===== config.mk =====
export PLATFORM = sky130hd
export DESIGN_NAME = fetch_decode_flat
export DESIGN_NICKNAME = d
export VERILOG_FILES = /design/src/rtl/fetch_decode_if.sv /design/src/rtl/fetch_decode.sv /design/src/flat_wrapper.sv
export SDC_FILE = /design/constraint.sdc
export NUM_CORES = 1
export LEC_CHECK = 0
export ABC_AREA = 1
export ABC_CLOCK_PERIOD_IN_PS = 2600
export BUFFER_PORTS_ARGS = -buffer_cell sky130_fd_sc_hd__buf_2
export CORE_UTILIZATION = 45
export CTS_CLUSTER_SIZE = 10
export DETAILED_ROUTE_END_ITERATION = 10
export PLACE_DENSITY = 0.76
export SYNTH_ARGS = -nofsm -noshare
export SYNTH_HDL_FRONTEND = slang
export SYNTH_SLANG_ARGS = --single-unit

===== constraint.sdc =====
create_clock -name clk -period 2.6 [get_ports clk]
set_input_delay 0.26 -clock clk [delete_from_list [all_inputs] [get_ports clk]]
set_output_delay 0.26 -clock clk [all_outputs]
set_load 0.05 [all_outputs]

===== src/rtl/fetch_decode_if.sv =====
// Operand bundle and completion handshake between fetch_decode and the execute stage.
// master = fetch_decode side, slave = execute side.
interface fetch_decode_if;
  logic        exec_valid;
  logic [5:0]  opecode;
  logic [4:0]  rs_no;
  logic [4:0]  rt_no;
  logic [4:0]  rd_no;
  logic [15:0] offset;
  logic [31:0] pc;
  logic [31:0] rs;
  logic [31:0] rt;
  logic        fmode1;
  logic        fmode2;
  logic        exec_done;
  logic        exec_pcenable;
  logic [31:0] exec_next_pc;

  modport master (
    output exec_valid, opecode, rs_no, rt_no, rd_no, offset, pc, rs, rt, fmode1, fmode2,
    input  exec_done, exec_pcenable, exec_next_pc
  );

  modport slave (
    input  exec_valid, opecode, rs_no, rt_no, rd_no, offset, pc, rs, rt, fmode1, fmode2,
    output exec_done, exec_pcenable, exec_next_pc
  );
endinterface


===== src/rtl/fetch_decode.sv =====
// Fetch/decode front end: FETCH -> DECODE -> READ -> ISSUE, holding the operand bundle until execute reports done.
// Optional macro FETCH_HALT_EN adds a terminal HALT state on opcode 6'h3F and the halted output.
module fetch_decode #(
  parameter int          IMEM_AW  = 15,
  parameter logic [31:0] RESET_PC = 32'h0,
  parameter logic [5:0]  FOP      = 6'h11,
  parameter logic [5:0]  FSTORE   = 6'h39
) (
  input  logic               clk,
  input  logic               rst,
  output logic [IMEM_AW-1:0] imem_addr,
  input  logic [31:0]        imem_rdata,
  output logic [4:0]         rf_raddr1,
  output logic [4:0]         rf_raddr2,
  output logic               rf_fmode1,
  output logic               rf_fmode2,
  input  logic [31:0]        rf_rdata1,
  input  logic [31:0]        rf_rdata2,
`ifdef FETCH_HALT_EN
  output logic               halted,
`endif
  fetch_decode_if.master     exec
);

  typedef enum logic [2:0] {
    S_FETCH,
    S_DECODE,
    S_READ,
    S_ISSUE,
    S_HALT
  } state_t;

  state_t      state;
  logic [31:0] pc_reg;
  logic [31:0] instr_q;
  logic [1:0]  dec_fmode;

  function automatic logic [1:0] fmode_of(input logic [5:0] op);
    if (op == FOP)         return 2'b11;
    else if (op == FSTORE) return 2'b01;
    else                   return 2'b00;
  endfunction

  // The BRAMs are synchronous, so addresses are driven in the cycle before the data is consumed.
  assign imem_addr = pc_reg[IMEM_AW-1:0];
  assign dec_fmode = fmode_of(imem_rdata[31:26]);

  always_comb begin
    rf_raddr1 = '0;
    rf_raddr2 = '0;
    rf_fmode1 = 1'b0;
    rf_fmode2 = 1'b0;
    if (state == S_DECODE) begin
      rf_raddr1 = imem_rdata[25:21];
      rf_raddr2 = imem_rdata[20:16];
      rf_fmode1 = dec_fmode[1];
      rf_fmode2 = dec_fmode[0];
    end
  end

  assign exec.opecode = instr_q[31:26];
  assign exec.rs_no   = instr_q[25:21];
  assign exec.rt_no   = instr_q[20:16];
  assign exec.rd_no   = instr_q[15:11];
  assign exec.offset  = instr_q[15:0];

  always_ff @(posedge clk) begin
    if (rst) begin
      state           <= S_FETCH;
      pc_reg          <= RESET_PC;
      instr_q         <= '0;
      exec.exec_valid <= 1'b0;
      exec.pc         <= RESET_PC;
      exec.rs         <= '0;
      exec.rt         <= '0;
      exec.fmode1     <= 1'b0;
      exec.fmode2     <= 1'b0;
`ifdef FETCH_HALT_EN
      halted          <= 1'b0;
`endif
    end else begin
      case (state)
        S_FETCH: begin
          state <= S_DECODE;
        end
        S_DECODE: begin
`ifdef FETCH_HALT_EN
          if (imem_rdata[31:26] == 6'h3F) begin
            state  <= S_HALT;
            halted <= 1'b1;
          end else begin
            instr_q     <= imem_rdata;
            exec.fmode1 <= dec_fmode[1];
            exec.fmode2 <= dec_fmode[0];
            state       <= S_READ;
          end
`else
          instr_q     <= imem_rdata;
          exec.fmode1 <= dec_fmode[1];
          exec.fmode2 <= dec_fmode[0];
          state       <= S_READ;
`endif
        end
        S_READ: begin
          exec.rs         <= rf_rdata1;
          exec.rt         <= rf_rdata2;
          exec.pc         <= pc_reg;
          exec.exec_valid <= 1'b1;
          state           <= S_ISSUE;
        end
        S_ISSUE: begin
          // Branch targets are taken verbatim; the sequential path wraps modulo 2^32.
          if (exec.exec_done) begin
            pc_reg          <= exec.exec_pcenable ? exec.exec_next_pc : pc_reg + 32'd1;
            exec.exec_valid <= 1'b0;
            state           <= S_FETCH;
          end
        end
        S_HALT: begin
          state <= S_HALT;
        end
        default: begin
          state <= S_FETCH;
        end
      endcase
    end
  end

endmodule


===== src/flat_wrapper.sv =====
// flat-port wrapper written by rule: the top's interface ports become plain ports
module fetch_decode_flat 
#(
  parameter int          IMEM_AW  = 15,
  parameter logic [31:0] RESET_PC = 32'h0,
  parameter logic [5:0]  FOP      = 6'h11,
  parameter logic [5:0]  FSTORE   = 6'h39
)
  (clk, rst, imem_addr, imem_rdata, rf_raddr1, rf_raddr2, rf_fmode1, rf_fmode2, rf_rdata1, rf_rdata2, exec_exec_valid, exec_opecode, exec_rs_no, exec_rt_no, exec_rd_no, exec_offset, exec_pc, exec_rs, exec_rt, exec_fmode1, exec_fmode2, exec_exec_done, exec_exec_pcenable, exec_exec_next_pc);
  fetch_decode_if exec_i ();
  input  logic clk;
  input  logic rst;
  output logic [IMEM_AW-1:0] imem_addr;
  input  logic [31:0] imem_rdata;
  output logic [4:0] rf_raddr1;
  output logic [4:0] rf_raddr2;
  output logic rf_fmode1;
  output logic rf_fmode2;
  input  logic [31:0] rf_rdata1;
  input  logic [31:0] rf_rdata2;
  output wire logic [$bits(exec_i.exec_valid)-1:0] exec_exec_valid;
  output wire logic [$bits(exec_i.opecode)-1:0] exec_opecode;
  output wire logic [$bits(exec_i.rs_no)-1:0] exec_rs_no;
  output wire logic [$bits(exec_i.rt_no)-1:0] exec_rt_no;
  output wire logic [$bits(exec_i.rd_no)-1:0] exec_rd_no;
  output wire logic [$bits(exec_i.offset)-1:0] exec_offset;
  output wire logic [$bits(exec_i.pc)-1:0] exec_pc;
  output wire logic [$bits(exec_i.rs)-1:0] exec_rs;
  output wire logic [$bits(exec_i.rt)-1:0] exec_rt;
  output wire logic [$bits(exec_i.fmode1)-1:0] exec_fmode1;
  output wire logic [$bits(exec_i.fmode2)-1:0] exec_fmode2;
  input wire logic [$bits(exec_i.exec_done)-1:0] exec_exec_done;
  input wire logic [$bits(exec_i.exec_pcenable)-1:0] exec_exec_pcenable;
  input wire logic [$bits(exec_i.exec_next_pc)-1:0] exec_exec_next_pc;
  assign exec_exec_valid = exec_i.exec_valid;
  assign exec_opecode = exec_i.opecode;
  assign exec_rs_no = exec_i.rs_no;
  assign exec_rt_no = exec_i.rt_no;
  assign exec_rd_no = exec_i.rd_no;
  assign exec_offset = exec_i.offset;
  assign exec_pc = exec_i.pc;
  assign exec_rs = exec_i.rs;
  assign exec_rt = exec_i.rt;
  assign exec_fmode1 = exec_i.fmode1;
  assign exec_fmode2 = exec_i.fmode2;
  assign exec_i.exec_done = exec_exec_done;
  assign exec_i.exec_pcenable = exec_exec_pcenable;
  assign exec_i.exec_next_pc = exec_exec_next_pc;
  fetch_decode #(.IMEM_AW(IMEM_AW), .RESET_PC(RESET_PC), .FOP(FOP), .FSTORE(FSTORE)) u_core (.clk(clk), .rst(rst), .imem_addr(imem_addr), .imem_rdata(imem_rdata), .rf_raddr1(rf_raddr1), .rf_raddr2(rf_raddr2), .rf_fmode1(rf_fmode1), .rf_fmode2(rf_fmode2), .rf_rdata1(rf_rdata1), .rf_rdata2(rf_rdata2), .exec(exec_i));
endmodule

==> flow_metrics.py, run 1 <==
metrics = {
    "grt": {
        "grt_pass1_wl_microns": 32700,
        "grt_overflow": 0,
        "antenna_found_initial": 0,
        "track_usage_pct": 25.4,
        "grt_pass1_vias": 6523,
        "grt_max_degree": 87,
    },
    "pwr": {
        "cellPowerDensity_mw_per_mm2": 762,
        "worst_ir_drop_vdd_mv": 0.476,
        "p_total_mw": 6.97,
        "p_leak_nw": 4.23,
    },
    "hold_path": {
        "min-delay-path-class": "input port to register",
        "hold_path_depth": 3,
        "min_from": "imem_rdata[3]",
        "min_to": "u_core.instr_q[3]",
    },
    "placement": {
        "dp_slack_ns": 0.846,
        "place.gp.congestion": 0.914,
        "placed_area_sq_mm": 0.00851,
        "io_buffer_count": 294,
        "dp_hpwl_microns": 14900,
    },
    "cells_and_area": {
        "layout_commonest_cell": "buf_2",
        "final_design_area_no_fill_sq_mm": 0.00916,
        "fillers": 1430,
        "areaGrowthSynthToFinish_pct": 29.5,
        "drive_gt1_share_pct": 27.8,
        "nets": 1397,
        "layout_common_cells": "buf_2, nor2_1, nand2_1",
        "n_antenna_cell": 0,
    },
    "timing": {
        "setup_viol": 0,
        "hold_ws_ns": 0.0543,
        "hold_violations": 0,
        "tightest_slew_ns": 0.717,
        "fmaxAchievable_mhz": 464,
        "maxSlewViolCount": 0,
        "post-route-min-period_ns": 2.16,
        "timing.slew.headroom_pct": 52.1,
        "fin_tns_setup_ns": 0,
        "fin_crit_sh_pct": 83.0,
        "rsz0062_at_grt": "no",
        "skew_ns": 0.00808,
        "fin_ws_ns": 0.443,
    },
    "worst_setup_path": {
        "ff2ff_setup_slack_ns": 0.85,
        "rr_startpoint": "u_core.state[1]",
        "reg2regPathDepth": 5,
        "rr_endpoint": "u_core.instr_q[17]",
        "worstPathArrival_ns": 1.90,
        "worstPathMaxFanout": 37,
        "cp-end-kind": "output port",
        "critPathKind": "register to output port",
        "start_kind": "register",
        "required_ns": 2.34,
    },
    "clock_tree": {
        "cts_tree": "done",
        "htreeDepth": 4,
        "clock_latency_ns": 0.42,
        "clock-sinks": 166,
        "cts_setup_buffers": 0,
        "ctsHoldBuffers": 0,
        "cts_buffers": 17,
        "clk_path_buf_depth": 2,
        "cts.clk_slew.worst_paths_ns": 0.06,
        "clockRootBuffer": "clkbuf_16",
        "cts_resized": 0,
    },
    "routing": {
        "wl_met1_microns": 9160,
        "postRouteWirelength_microns": 21000,
        "wire_per_inst_microns": 14.1,
        "vias": 7373,
        "vias_per_cell": 4.96,
        "drc": 0,
        "wl_met2_microns": 9910,
        "wl_met3_microns": 1550,
        "ant_nets": 0,
        "top_layer": "met4",
        "first_iter_violations": 494,
        "dr.pass1.iters": 5,
    },
    "synth": {
        "yosysWarnings": 0,
        "synth_top_family_by_area": "simple AND/OR/NAND/NOR gates",
        "synthCells": 1016,
        "synth_compound_area_share_pct": 16.2,
        "synth_mux_area_share_pct": 0,
        "syn_nets": 1149,
        "synthesis.area_sq_mm": 0.00707,
        "ys_types": 31,
        "synthXorXnorAreaFrac_pct": 0,
        "synth.top_cell.area_share_pct": 47.0,
        "synthAdderAreaFrac_pct": 0.177,
        "yosys-top-cells-area": "dfxtp_1, nor2_1, o21ai_0",
        "synth.largest_area_cell": "dfxtp_1",
        "yosys.area_share.simple_pct": 27.9,
        "ys_ff_latch": 166,
        "ys_seq_area_share_pct": 47.0,
        "syn_avg_cell_area_sq_um": 6.96,
    },
    "die": {
        "die_w_microns": 127,
        "rows": 45,
        "io_pins": 295,
        "initial_core_util_pct": 46.3,
        "dieArea_sq_mm": 0.0162,
        "core_sq_mm": 0.0153,
        "die_height_microns": 127,
    },
    "run": {
        "max_cap_violations": 0,
    },
    "status": {
        "status": "finished clean",
    },
}
==> cells in the mapped netlist <==
library cell	n
nor2_4	4
nand4_1	1
buf_6	1
clkbuf_1	33
o21ai_0	138
dfxtp_1	166
buf_2	16
buf_4	24
o31ai_1	4
ha_1	1
nor2_1	254
nor3_4	1
o21ai_1	6
or2_2	1
nand3_1	34
nor3_1	3
nand3b_1	1
inv_2	5
a31oi_1	2
nand2_1	182
nor4_1	2
a221oi_1	1
clkbuf_2	1
clkinv_1	1
buf_1	1
nor2_2	6
nor4b_1	1
a22o_1	1
inv_1	50
nand2_2	2
a21oi_1	73
==> per-layer routing <==
metal	vias up	track usage [%]
li1	3725	-
met1	3308	32.5
met2	311	42.1
met3	29	5.99
met4	0	8.33
met5	-	0
==> per-stage QoR <==
step,util (%),instances
3_3_place_gp,55.8,1456
3_5_place_dp,55.8,1456
6_report,60.0,1487
5_1_grt,60.0,1487
4_1_cts,60.0,1487
2_1_floorplan,-,1016
==> worst max-delay path, cell delays in order (launching register included) <==
cell and delay, ns:
dfxtp_1 0.39, inv_1 0.09, nor3_4 0.10, buf_4 0.34
nand2_1 0.18, nand2_1 0.10, buf_2 0.27
==> cell families after synthesis <==
group | Yosys count
fa+ha+maj | 1
flops | 166
simple gates | 492
buf+inv | 132
compound gates | 225
==> report_power, final <==
group / switching (mW) / internal [mW] / total (mW) / leakage (nW)
logic: 1.06 / 0.344 / 1.40 / 2.56
clock network: 1.03 / 1.73 / 2.76 / 0.309
registers: 0.0959 / 2.72 / 2.82 / 1.36
total: 2.18 / 4.79 / 6.97 / 4.23
==> layout make-up <==
cell class                 count  area, sq um  share of cell area (%)
sequential                   166         3320                    36.3
multi-input combinational    718         3130                    34.2
timing repair buffer         305         1580                    17.2
clock buffer                  19          443                    4.84
tap                          211          264                    2.88
inverter                      56          211                    2.31
clock inverter                12          201                    2.20
==> how the worst max path moves through the flow <==
stage / from / endpoint / slack, ns
final: u_core.state[0] / rf_fmode2 / 0.44
after global routing: u_core.state[0] / rf_fmode2 / 0.30
after floorplan: u_core.state[0] / rf_raddr1[0] / 1.05
after detailed placement: u_core.state[1] / u_core.instr_q[17] / 0.85
after global placement: u_core.state[1] / u_core.instr_q[17] / 0.85
after CTS: u_core.state[0] / rf_fmode2 / 0.43
Note: power is estimated with default switching activity, not from simulation.
==> run 2: changes to the inputs <==
ABC_CLOCK_PERIOD_IN_PS = 2100   (was 2600)
clock period = 2.1 ns   (was 2.6 ns; I/O delays follow)
==> run 2 against run 1 <==
Effect of this change:
- flip-flop and latch count unchanged
- non-clock buffer count is 7 higher
- sequential share of layout area decreased by 0.25 points
- critical endpoint unchanged
- first-iteration DRC count up 11%
- clock-buffer cell count increased by 1
- utilization rose by 0.44 points
- global-route usage is essentially flat
- clock power grew 11%
- final cell count is 0.54% higher
- cell area rose by 0.74%
- power rose by 19%
- combinational power increased by 26%
==> flow_metrics.py, run 2 (synthesis gave the netlist of run 1 again) <==
metrics = {
    "worst_setup_path": {
        "critPathSlowestCell": "dfxtp_2",
        "startpoint": "u_core.state[0]",
        "critPathKind": "register to output port",
        "cp-end-kind": "output port",
        "worstPathMaxFanout": 19,
        "rr_endpoint": "u_core.pc_reg[24]",
        "reg2regPathDepth": 10,
        "worstPathArrival_ns": 1.77,
        "rr_startpoint": "u_core.pc_reg[0]",
        "critPathMaxStageDelay_ns": 0.36,
        "cp_cell_sequence": "inv_1 > nor3_4 > buf_12 > nand2_1 > nand2_1 > clkbuf_4",
        "critPathMostFrequentCell": "nand2_1",
        "required_ns": 1.89,
        "ff2ff_setup_slack_ns": 0.38,
        "start_kind": "register",
    },
    "hold_path": {
        "min-delay-path-class": "input port to register",
        "min_from": "imem_rdata[12]",
        "hold_path_depth": 3,
        "min_to": "u_core.instr_q[12]",
    },
    "timing": {
        "tightest_slew_ns": 0.703,
        "post-route-min-period_ns": 1.98,
        "fin_tns_setup_ns": 0,
        "rsz0062_at_grt": "no",
        "fmaxAchievable_mhz": 505,
        "fin_crit_sh_pct": 94.2,
        "hold_violations": 0,
        "skew_ns": 0.00976,
        "maxSlewViolCount": 0,
        "timing.slew.headroom_pct": 53.2,
        "setup_viol": 0,
    },
    "die": {
        "die_w_microns": 127,
        "core_sq_mm": 0.0153,
        "initial_core_util_pct": 46.3,
        "dieArea_sq_mm": 0.0162,
        "rows": 45,
        "die_height_microns": 127,
        "io_pins": 295,
    },
    "clock_tree": {
        "cts.clk_slew.worst_paths_ns": 0.07,
        "clk_path_buf_depth": 2,
        "clock-sinks": 166,
        "cts_tree": "done",
        "cts_buffers": 17,
        "htreeDepth": 4,
        "clockRootBuffer": "clkbuf_16",
        "clock_latency_ns": 0.42,
    },
    "grt": {
        "grt_pass1_wl_microns": 32800,
        "track_usage_pct": 25.3,
        "antenna_found_initial": 0,
        "grt_max_degree": 79,
        "grt_overflow": 0,
        "grt_pass1_vias": 6552,
    },
    "placement": {
        "place.gp.congestion": 0.930,
        "dp_hpwl_microns": 14900,
        "dp_cells": 1456,
        "placed_area_sq_mm": 0.00855,
        "io_buffer_count": 294,
    },
    "cells_and_area": {
        "drive_gt1_share_pct": 28.0,
        "layout.cells.non_filler": 1495,
        "layout_common_cells": "buf_2, nor2_1, nand2_1",
        "seqCellArea_sq_mm": 0.00332,
        "nets": 1404,
        "final_design_area_no_fill_sq_mm": 0.00922,
        "n_antenna_cell": 0,
        "multi_input_area_sq_mm": 0.00313,
        "layout_commonest_cell": "buf_2",
        "fillers": 1456,
        "areaGrowthSynthToFinish_pct": 30.4,
    },
    "routing": {
        "vias": 7440,
        "postRouteWirelength_microns": 20900,
        "vias_per_cell": 4.98,
        "drc": 0,
        "wire_per_inst_microns": 14.0,
        "first_iter_violations": 550,
        "ant_nets": 0,
        "dr.pass1.iters": 5,
    },
    "pwr": {
        "cellPowerDensity_mw_per_mm2": 903,
        "p_leak_nw": 4.25,
        "worst_ir_drop_vdd_mv": 0.589,
    },
    "status": {
        "status": "finished clean",
    },
    "run": {
        "max_cap_violations": 0,
    },
}
run 2: metrics by stage:
stage,total power [mW],hold WS [ns],worst slack (ns),utilization (%)
final,8.32,0.00878,0.121,60.4
after global routing,8.66,0.00990,0.0235,60.4
after CTS,8.37,0.000105,0.0806,60.2
after detailed placement,5.30,0.439,0.401,56.0
after global placement,5.28,0.433,0.461,56.0
after floorplan,4.83,0.345,0.596,-
run 2: routing by layer:
metal | vias up | track usage, % | wire [microns]
met5 | - | 0 | 0
met4 | 0 | 6.93 | 226
met3 | 20 | 6.70 | 1550
met2 | 259 | 42.8 | 9950
met1 | 3405 | 31.9 | 9150
li1 | 3756 | - | -
run 2: how the worst max path moves through the flow:
stage	end	slack (ns)
final	rf_fmode2	0.12
after global routing	rf_fmode2	0.02
after detailed placement	u_core.pc_reg[24]	0.40
after global placement	u_core.pc_reg[24]	0.46
after CTS	rf_fmode2	0.08
after floorplan	rf_raddr1[0]	0.60
run 2: where the power goes:
part / switching, mW / internal, mW
logic: 1.31 / 0.452
registers: 0.119 / 3.37
clock network: 1.33 / 1.75
run 2: area by class of cell:
class                           count  area share [%]
Inverter                           56            2.29
Multi-Input combinational cell    718            34.0
Tap cell                          211            2.86
Clock inverter                     12            1.29
Sequential cell                   166            36.0
Timing Repair Buffer              312            18.5
Clock buffer                       20            5.06
run 2: critical path: cells and delay by family (launching register included):
family                 cells  cell delay, ns
DFF                        1            0.36
and+or+nand+nor            3            0.48
buffers and inverters      3            0.49
run 2: repair_timing:
action,in CTS,in global routing
hold endpoints to repair,5,0
resized for setup,0,3
buffers inserted,0,1
hold buffers,5,0
setup endpoints to repair,0,2
